### src/rtl/fp_addsub_pipe.sv
// Three-stage pipelined IEEE-754 style adder/subtractor with valid/ready flow control.
// Build option FP_ADDSUB_SUBNORM_EN enables subnormal operands/results (otherwise flushed to zero).
module fp_addsub_pipe #(
  parameter int EXP_W = 8,
  parameter int MAN_W = 23
) (
  input  logic                 clk,
  input  logic                 rst,
  input  logic                 flush,
  input  logic                 in_valid,
  output logic                 in_ready,
  input  logic [EXP_W+MAN_W:0] op_a,
  input  logic [EXP_W+MAN_W:0] op_b,
  input  logic                 op_sub,
  input  logic [2:0]           rm,
  output logic                 out_valid,
  input  logic                 out_ready,
  output logic [EXP_W+MAN_W:0] result,
  output logic [4:0]           fflags
);
  localparam int W    = 1 + EXP_W + MAN_W;
  localparam int SW   = MAN_W + 4;
  localparam int SH_W = $clog2(SW + 1);
  localparam int EW   = EXP_W + 2;
  localparam int KW   = EXP_W + SW;
  localparam logic [EXP_W-1:0] EXP_MAX = '1;
  localparam logic [W-1:0] QNAN = {1'b0, EXP_MAX, 1'b1, {(MAN_W-1){1'b0}}};
  localparam logic signed [EW-1:0] E_ONE = EW'(1);
  localparam logic signed [EW-1:0] E_OVF = $signed({2'b00, EXP_MAX});
  localparam logic [2:0] RM_RTZ = 3'd1, RM_RDN = 3'd2, RM_RUP = 3'd3, RM_RMM = 3'd4;

  // {exponent, hidden, fraction, grs} doubles as a magnitude key
  function automatic logic [KW-1:0] unpack(input logic [EXP_W-1:0] e, input logic [MAN_W-1:0] f);
`ifdef FP_ADDSUB_SUBNORM_EN
    if (e == '0) return {{(EXP_W-1){1'b0}}, 1'b1, 1'b0, f, 3'b000};
`else
    if (e == '0) return '0;
`endif
    return {e, 1'b1, f, 3'b000};
  endfunction

  function automatic logic [SW-1:0] align(input logic [SW-1:0] sig, input logic [SH_W-1:0] sh);
    logic [SW-1:0] lost;
    lost = sig & ~({SW{1'b1}} << sh);
    return (sig >> sh) | {{(SW-1){1'b0}}, |lost};
  endfunction

  function automatic logic [SH_W-1:0] lzc(input logic [SW-1:0] v);
    logic [SH_W-1:0] n;
    n = SH_W'(SW);
    for (int i = 0; i < SW; i++)
      if (v[i]) n = SH_W'(SW - 1 - i);
    return n;
  endfunction

  function automatic logic round_up(input logic [2:0] mode, input logic sign, lsb, g, st);
    case (mode)
      RM_RTZ:  return 1'b0;
      RM_RDN:  return sign & (g | st);
      RM_RUP:  return ~sign & (g | st);
      RM_RMM:  return g;
      default: return g & (st | lsb);
    endcase
  endfunction

  logic adv, vld_p1, vld_p2, vld_p3;
  assign out_valid = vld_p3;
  assign in_ready  = !vld_p3 || out_ready;
  assign adv       = in_ready;

  always_ff @(posedge clk) begin
    if (rst || flush) begin
      vld_p1 <= 1'b0;
      vld_p2 <= 1'b0;
      vld_p3 <= 1'b0;
    end else if (adv) begin
      vld_p1 <= in_valid;
      vld_p2 <= vld_p1;
      vld_p3 <= vld_p2;
    end
  end

  // ---- S1: unpack, classify, swap, align ----
  logic             sa, sb, eff_sub, a_big, nan_a, nan_b, inf_a, inf_b, snan_any;
  logic [EXP_W-1:0] ea, eb, diff;
  logic [MAN_W-1:0] fa, fb;
  logic [KW-1:0]    ua, ub, big, sml;
  logic [SH_W-1:0]  sh;
  logic             s1_spec, s1_nv;
  logic [W-1:0]     s1_spec_res;

  always_comb begin
    sa = op_a[W-1];
    ea = op_a[W-2:MAN_W];
    fa = op_a[MAN_W-1:0];
    sb = op_b[W-1] ^ op_sub;
    eb = op_b[W-2:MAN_W];
    fb = op_b[MAN_W-1:0];
    eff_sub = sa ^ sb;
    ua = unpack(ea, fa);
    ub = unpack(eb, fb);
    a_big = ua >= ub;
    big = a_big ? ua : ub;
    sml = a_big ? ub : ua;
    diff = big[KW-1:SW] - sml[KW-1:SW];
    sh = (diff > EXP_W'(MAN_W + 3)) ? SH_W'(MAN_W + 3) : SH_W'(diff);
    nan_a = (&ea) && (|fa);
    nan_b = (&eb) && (|fb);
    inf_a = (&ea) && !(|fa);
    inf_b = (&eb) && !(|fb);
    snan_any = (nan_a && !fa[MAN_W-1]) || (nan_b && !fb[MAN_W-1]);
    s1_spec = 1'b0;
    s1_nv = 1'b0;
    s1_spec_res = QNAN;
    if (nan_a || nan_b) begin
      s1_spec = 1'b1;
      s1_nv = snan_any;
    end else if (inf_a && inf_b && eff_sub) begin
      s1_spec = 1'b1;
      s1_nv = 1'b1;
    end else if (inf_a || inf_b) begin
      s1_spec = 1'b1;
      s1_spec_res = {inf_a ? sa : sb, EXP_MAX, {MAN_W{1'b0}}};
    end
  end

  logic             spec_p1, nv_p1, sign_p1, sub_p1;
  logic [2:0]       rm_p1;
  logic [W-1:0]     spec_res_p1;
  logic [EXP_W-1:0] exp_p1;
  logic [SW-1:0]    sig_big_p1, sig_sml_p1;

  always_ff @(posedge clk) begin
    if (adv) begin
      spec_p1     <= s1_spec;
      nv_p1       <= s1_nv;
      spec_res_p1 <= s1_spec_res;
      sign_p1     <= a_big ? sa : sb;
      sub_p1      <= eff_sub;
      rm_p1       <= rm;
      exp_p1      <= big[KW-1:SW];
      sig_big_p1  <= big[SW-1:0];
      sig_sml_p1  <= align(sml[SW-1:0], sh);
    end
  end

  // ---- S2: magnitude add / subtract ----
  logic             spec_p2, nv_p2, sign_p2, sub_p2;
  logic [2:0]       rm_p2;
  logic [W-1:0]     spec_res_p2;
  logic [EXP_W-1:0] exp_p2;
  logic [SW:0]      sum_p2;

  always_ff @(posedge clk) begin
    if (adv) begin
      spec_p2     <= spec_p1;
      nv_p2       <= nv_p1;
      spec_res_p2 <= spec_res_p1;
      sign_p2     <= sign_p1;
      sub_p2      <= sub_p1;
      rm_p2       <= rm_p1;
      exp_p2      <= exp_p1;
      sum_p2      <= sub_p1 ? {1'b0, sig_big_p1} - {1'b0, sig_sml_p1}
                            : {1'b0, sig_big_p1} + {1'b0, sig_sml_p1};
    end
  end

  // ---- S3: normalize, round, pack, flags ----
  logic [SW-1:0]          m;
  logic signed [EW-1:0]   e;
  logic [SH_W-1:0]        lz, nsh;
  logic                   g, st, nx, up, tiny, hid, inf_sel;
  logic [MAN_W+1:0]       rnd;
  logic [MAN_W-1:0]       frac;
  logic [W-1:0]           s3_res;
  logic [4:0]             s3_flags;

  always_comb begin
    s3_res = '0;
    s3_flags = '0;
    if (sum_p2[SW]) m = {sum_p2[SW:2], sum_p2[1] | sum_p2[0]};
    else            m = sum_p2[SW-1:0];
    e = $signed({2'b00, exp_p2} + {{(EW-1){1'b0}}, sum_p2[SW]});
    lz = lzc(m);
`ifdef FP_ADDSUB_SUBNORM_EN
    // never normalize below the minimum exponent; what remains is a subnormal
    if (e - $signed({{(EW-SH_W){1'b0}}, lz}) >= E_ONE) nsh = lz;
    else                                               nsh = SH_W'(e - E_ONE);
`else
    nsh = lz;
`endif
    m = m << nsh;
    e = e - $signed({{(EW-SH_W){1'b0}}, nsh});
`ifdef FP_ADDSUB_SUBNORM_EN
    tiny = !m[SW-1];
`else
    tiny = e < E_ONE;
`endif
    g  = m[2];
    st = m[1] | m[0];
    nx = g | st;
    up = round_up(rm_p2, sign_p2, m[3], g, st);
    rnd = {1'b0, m[SW-1:3]} + {{(MAN_W+1){1'b0}}, up};
    if (rnd[MAN_W+1]) begin
      frac = rnd[MAN_W:1];
      hid  = 1'b1;
      e    = e + E_ONE;
    end else begin
      frac = rnd[MAN_W-1:0];
      hid  = rnd[MAN_W];
    end
    case (rm_p2)
      RM_RTZ:  inf_sel = 1'b0;
      RM_RDN:  inf_sel = sign_p2;
      RM_RUP:  inf_sel = !sign_p2;
      default: inf_sel = 1'b1;
    endcase
    if (spec_p2) begin
      s3_res = spec_res_p2;
      s3_flags = {nv_p2, 4'b0000};
    end else if (sum_p2 == '0) begin
      s3_res = {sub_p2 ? (rm_p2 == RM_RDN) : sign_p2, {(W-1){1'b0}}};
`ifndef FP_ADDSUB_SUBNORM_EN
    end else if (tiny) begin
      s3_res = {sign_p2, {(W-1){1'b0}}};
      s3_flags = 5'b00011;
`endif
    end else if (e >= E_OVF) begin
      s3_flags = 5'b00101;
      s3_res = inf_sel ? {sign_p2, EXP_MAX, {MAN_W{1'b0}}}
                       : {sign_p2, EXP_MAX - 1'b1, {MAN_W{1'b1}}};
    end else begin
      s3_res = {sign_p2, hid ? e[EXP_W-1:0] : {EXP_W{1'b0}}, frac};
      s3_flags = {3'b000, tiny & nx, nx};
    end
  end

  always_ff @(posedge clk) begin
    if (rst) begin
      result <= '0;
      fflags <= '0;
    end else if (adv && vld_p2 && !flush) begin
      result <= s3_res;
      fflags <= s3_flags;
    end
  end

endmodule

### config.mk
export PLATFORM = sky130hd
export DESIGN_NAME = fp_addsub_pipe
export DESIGN_NICKNAME = d
export VERILOG_FILES = /design/src/rtl/fp_addsub_pipe.sv
export SDC_FILE = /design/constraint.sdc
export NUM_CORES = 1
export LEC_CHECK = 0
export BUFFER_PORTS_ARGS = -buffer_cell sky130_fd_sc_hd__buf_2
export CAP_MARGIN = 20
export CORE_ASPECT_RATIO = 1.25
export CORE_MARGIN = 2
export CORE_UTILIZATION = 25
export CTS_CLUSTER_SIZE = 16
export DETAILED_ROUTE_END_ITERATION = 6
export GPL_ROUTABILITY_DRIVEN = 1
export GPL_TIMING_DRIVEN = 0
export HOLD_SLACK_MARGIN = 0.1
export SLEW_MARGIN = 5
export SYNTH_ARGS = -nofsm -noshare
export SYNTH_HDL_FRONTEND = slang
export SYNTH_SLANG_ARGS = --single-unit
### constraint.sdc
create_clock -name clk -period 6.79 [get_ports clk]
set_input_delay 0.3395 -clock clk [delete_from_list [all_inputs] [get_ports clk]]
set_output_delay 0.3395 -clock clk [all_outputs]
set_load 0.005 [all_outputs]
# [After elaboration in Yosys (flattened, before gate mapping)]
# Cells that the tools add are included.
[classes] n_eq_ne=4 bitwise=15 n_reduce_logical=32 n_mux=60 n_shift=3 n_addsub=7 order_cmp=4
[ops] op="$mux W35" n=6
[ops] op="$mux W5" n=28
[ops] op="$mux W32" n=2
[ops] op="$mux W31" n=2
[ops] op="$mux W23" n=2
[ops] op="$reduce_or A23 Y1" n=2
[ops] op="$ge A35 B35 Y1" n=1
[ops] op="$add A27 B27 Y28" n=1
[ops] op="$logic_not A28 Y1" n=1
[ops] op="$mux W28" n=1
[ops] op="$sub A27 B27 Y28" n=1
[ops] op="$and A27 B27 Y27" n=1
[ops] op="$mux W27" n=1
[ops] op="$not A27 Y27" n=1
[ops] op="$or A27 B1 Y27" n=1
[ops] op="$reduce_or A27 Y1" n=1
[ops] op="$shl A27 B5 Y27" n=1
[ops] op="$shl A27 B5 Y27 const A" n=1
[ops] op="$shr A27 B5 Y27" n=1
[ops] op="$add A24 B1 Y25" n=1
[ops] op="$mux W24" n=1
[ops] op="$logic_not A8 Y1" n=2
[ops] op="$reduce_and A8 Y1" n=2
[ops] op="$add A10 B2 Y10 const B" n=1
[ops] op="other kinds (24)" n=63
[totals] input_bits=73 wordCells=148 output_inout_bits=39 reg_bits=216

# [Longest topological paths before layout]
[depth] depth_word=41 mapped_depth=31

# [Worst setup path after synthesis]
# Ideal clock, no wire load.
[synth_timing] path_kind="in2reg" startpoint="in op_b[30]" endpoint="reg sig_sml_p1[7], data pin" t_required_ns=6.522 arrival_ns=6.114 slack_ns=0.408 stages=28 path_buffers=6 path_cell_list="nor4_1 -> nand2_1 -> clkbuf_1 -> and2_1 -> ha_1 -> nand2b_1 -> a21o_1 -> a211o_1 -> a211oi_1 -> o21a_1 -> nand2_1 -> clkbuf_1 -> clkbuf_1 -> clkbuf_1 -> o21a_1 -> ha_1 -> nor3_1 -> o22ai_1 -> xnor2_1 -> o221ai_1 -> nor3_1 -> buf_2 -> buf_2 -> mux2_2 -> mux2i_1 -> mux2i_1 -> a22oi_1 -> o31ai_1"
[synth_between] elab_chain_len=10
[synth_lines] element="start: declaration" line_no="13" rtl="input logic [EXP_W+MAN_W:0] op_b,"
[synth_lines] element="$logic_not A8 Y1" line_no="37" rtl="if (e == '0) return '0;"
[synth_lines] element="$mux W1" line_no="37"
[synth_lines] element="$mux W35 *" line_no="39" rtl="return {e, 1'b1, f, 3'b000};"
[synth_lines] element="$ge A35 B35 Y1" line_no="102" rtl="a_big = ua >= ub;"
[synth_lines] element="$mux W35 (on tied branches)" line_no="103, 104"
[synth_lines] element="$sub A8 B8 Y8" line_no="105" rtl="diff = big[KW-1:SW] - sml[KW-1:SW];"
[synth_lines] element="$gt A8 B5 Y1" line_no="106" rtl="sh = (diff > EXP_W'(MAN_W + 3)) ? SH_W'(MAN_W + 3) : SH_W'(diff);"
[synth_lines] element="$mux W5" line_no="106"
[synth_lines] element="$shr A27 B5 Y27 *" line_no="45" rtl="return (sig >> sh) | {{(SW-1){1'b0}}, |lost};"
[synth_lines] element="$or A27 B1 Y27 *" line_no="45"
[synth_lines] element="end signal: assignment" line_no="143" rtl="sig_sml_p1 <= align(sml[SW-1:0], sh);"
[synth_lines] element="end: declaration" line_no="131" rtl="logic [SW-1:0] sig_big_p1, sig_sml_p1;"
# Every way passes the cells marked *; elsewhere a longest branch is shown, timed or not.
# A chain may end at the register's enable or synchronous reset.

# [Worst setup path in the final report]
[layout_timing] startpoint="in op_a[27]" endpoint="reg sig_sml_p1[5], data pin"
[layout_between] elab_chain_len=10
[layout_lines] element="start: declaration" line_no="12" rtl="input logic [EXP_W+MAN_W:0] op_a,"
[layout_lines] element="$logic_not A8 Y1" line_no="37"
[layout_lines] element="$mux W1" line_no="37"
[layout_lines] element="$mux W35 *" line_no="39"
[layout_lines] element="$ge A35 B35 Y1" line_no="102"
[layout_lines] element="$mux W35 (on tied branches)" line_no="103, 104"
[layout_lines] element="$sub A8 B8 Y8" line_no="105"
[layout_lines] element="$gt A8 B5 Y1" line_no="106"
[layout_lines] element="$mux W5" line_no="106"
[layout_lines] element="$shr A27 B5 Y27 *" line_no="45"
[layout_lines] element="$or A27 B1 Y27 *" line_no="45"
# Marks and branches as above.

==> results.md <==
* Number of inserted diodes at 0
* Nets in the synthesized netlist at 1939
* CP max-delay cell: or4_1
* Count of buffers from port buffering at 109
* Initial detailed-routing violation count at between 1000 and 1500
* Detail-routed net length per standard cell at just under 20 um
* Worst path arrival time at 6790 ps
* LEAKAGE at 6.627 nW
* Htree depth at 4
* Post-detailed-placement half-perimeter wirelength at around 43 mm
* Post-route ant nets at 0
* Crit path max-delay family: simple AND/OR/NAND/NOR gates
* Number of placement rows at 98
* Maximum fanout along the worst path at 10
* Area of the mapped netlist at ~0.015 sq mm
* Global-route met2 utilization at 0.3150
* Clock slew at reported path FFs at roughly 60 ps
* DR vias at around 14000
* Clock sink count at approximately 150
* CTS root buffer: clkbuf_16
* Standard cell core area at ~0.057 sq mm
* Global-route met1 utilization at 0.2027
* Post-synth top flop: edfxtp_1
* Post-synth EDFFs at about 110
* Cell types occupying the most area after synthesis: edfxtp_1, ha_1, nand2_1
* Unique cell type count in the Yosys netlist at roughly 110
* Die height at 274.0 um
* Combined global-route utilization of all metal layers at 0.1735
* Initial antenna violation count at 0
* Dominant cell type by area after synthesis: edfxtp_1
* Flip-flop and latch count after synthesis at roughly 150
* Worst hold slack after final layout at 201.6 ps
* Number of standard cells in the final layout excluding fillers at about 2700
* Critical path type: input pin to flop
* Floorplan die width at roughly 220 um
* Power, Total at roughly 0.0063 W
* Required time at the endpoint of the critical path at about 7000 ps
* Total wire length after detailed routing at ~53 mm
* Met3 routing resource usage after global routing at 0.01830
* Share of cells above drive strength 1 at 0.1467
* Max_slew headroom at 0.3805
* TritonCTS clock tree: done
* Tightest Pin Transition at roughly 900 ps
* Clock period minus worst slack at about 6600 ps
* GR peak layer: met2
* Number of search-and-repair iterations in the first detailed-routing pass at 6
* Share of Yosys cell area claimed by the top area cell type at 0.2328
* Most common cell after layout, fill and taps aside: nand2_1
* Type of element launching the critical path: input pin
* Largest voltage drop on the vdd net at around 0.00017 V
* Count of boundary I/O pins at between 100 and 150
* Share of the yosys chip area belonging to registers at 0.2864
* Commonest non-fill, non-tap cells in the layout: nand2_1, nor2_1, a21oi_1, buf_2, edfxtp_1
* Final sum of negative setup slack at 0 ps
* Hold violation total from the final report at 0
* Max incr delay on CP at 640 ps
* Insertion delay of the later-clocked pin in the worst-skew pair at 450 ps
* Max-slew violation total from the final report at 0
* Count of mapped cells out of synthesis at 1788
* Area occupied by registers at between 0.004 and 0.005 sq mm
* Run status: complete, no violations
* Category of the worst setup path capture point: flop
* Area grow syn2layout at 16.59%
* Setup Skew at roughly 7.5 ps
* FFs w/ async S/R, synth at 0
* Dpl ws at -2352 ps
* Final critical-path share of the clock period at 0.9710
* Pwr dens at 372.8 mW/mm^2
* Vias in the first global route at between 10000 and 15000
* Pin count of the biggest net entering global routing at 60
* Area taken by multi-input logic gates at 0.009848 sq mm
* Gpl congestion at roughly 0.94
* Congestion Overflow GR at 0
* Yosys warning count at 0
* Setup violators final at 0
* Mean post-synth cell area at between 8 and 9 sq um
* Max Cap Viol at 0
* Placed cell count at roughly 2600
* Global-route wire length before repair at about 82 mm
* Worst-case setup margin in the final layout at between 150 and 200 ps
* Final nets at around 2100
* Area enclosed by the die boundary at 0.06026 sq mm
* Number of buffers and inverters on the critical path at 4
* Fillcell total at between 6000 and 7000
* Number of buffers added by the clock tree synthesis step at 17
* Class of the most critical hold timing path: input pin to flop
* Starting utilization of the core area at 0.2540
* Clock tree buffer depth at 2
* Vias per Instance at 5.391
* Highest Clock Rate at between 150 and 200 MHz
* Post-detailed-route DRC marker count at 0
path summary, 6_finish.rpt:
kind,start,endpoint,slack (ps),depth (start not counted)
setup / recovery,op_a[27],sig_sml_p1[5]$_DFFE_PN_,200,25
hold / removal,in_valid,vld_p1$_SDFFE_PP0N_,200,3
setup reg to reg,sum_p2[27]$_DFFE_PN_,result[3]$_SDFFE_PP0P_,400,22
hold reg to reg,spec_p1$_SDFFCE_PP1N_,spec_p2$_DFFE_PN_,420,0
registers in the layout, summed over array words and instances (netlist names):
name and count:
nv_p1 1, nv_p2 1, spec_p2 1, spec_p1 1, out_valid 1, sign_p2 1
vld_p2 1, exp_p1 8, spec_res_p1 2, fflags 4, result 32, rm_p1 3
sum_p2 28, sub_p1 1, sig_sml_p1 27, sig_big_p1 24, sub_p2 1, exp_p2 8
vld_p1 1, sign_p1 1, spec_res_p2 2, rm_p2 3
through the flow:
step                        util  instance area [sq um]
after floorplan                -                  14580
after global placement    0.2798                  16060
after detailed placement  0.2809                  16120
after CTS                 0.2942                  16880
after global routing      0.2961                  16990
final                     0.2961                  16990
where the power goes:
| part | internal, W | switching [W] | leakage [nW] |
|---|---|---|---|
| Combinational | 0.00148 | 0.00251 | 4.77 |
| Clock | 0.000587 | 0.000411 | 0.296 |
| Sequential | 0.00118 | 0.000173 | 1.56 |
| Total | 0.00324 | 0.00309 | 6.63 |
tightest hold or removal path, cell delays in order:
cell     delay, ps
buf_2           80
mux2i_1         60
nor3_1         120
cell usage after synthesis, types with 22 or more instances:
cell type,n
a21oi_1,125
and2_1,22
clkbuf_1,66
dfxtp_1,39
edfxtp_1,113
ha_1,77
inv_1,63
mux2_2,24
mux2i_1,78
nand2_1,219
nand3_1,57
nand4_1,23
nor2_1,163
nor2b_1,32
nor3_1,61
nor4_1,30
o21ai_0,110
xnor2_1,66
layer usage:
metal / wire, um / up-vias
met5: 0 / -
met4: 2282 / 0
met3: 2236 / 120
met2: 26980 / 503
met1: 21520 / 6926
li1: - / 6932
cells by family (layout without fill, tap and decap cells):
family	count (synthesis)	count (layout)	synth area share
AOI/OAI and AO/OA	507	507	0.2399
DFF	152	152	0.2864
and+or+nand+nor	697	697	0.2320
other	1	1	0.0002573
xor gates and xnor gates	83	83	0.04988
adders and majority gates	79	79	0.06816
buffers and inverters	165	313	0.04893
muxes	104	104	0.07443
cell type report:
class | instances | area share
multi-input combinational | 1471 | 0.5795
sequential | 152 | 0.2456
tap | 750 | 0.05522
timing repair buffer | 121 | 0.04035
buffer | 92 | 0.02798
clock buffer | 17 | 0.02503
inverter | 69 | 0.01524
clock inverter | 14 | 0.01104
timing repair:
action                                  in CTS  in global routing
endpoints found under the setup margin      27                 55
gates cloned                                 0                  0
hold buffers                                 4                  0
pin swaps                                    3                  4
hold endpoints to repair                     6                  0
buffers inserted                             4                  2
resized for setup                           24                 27
(Power assumes the default switching activity.)
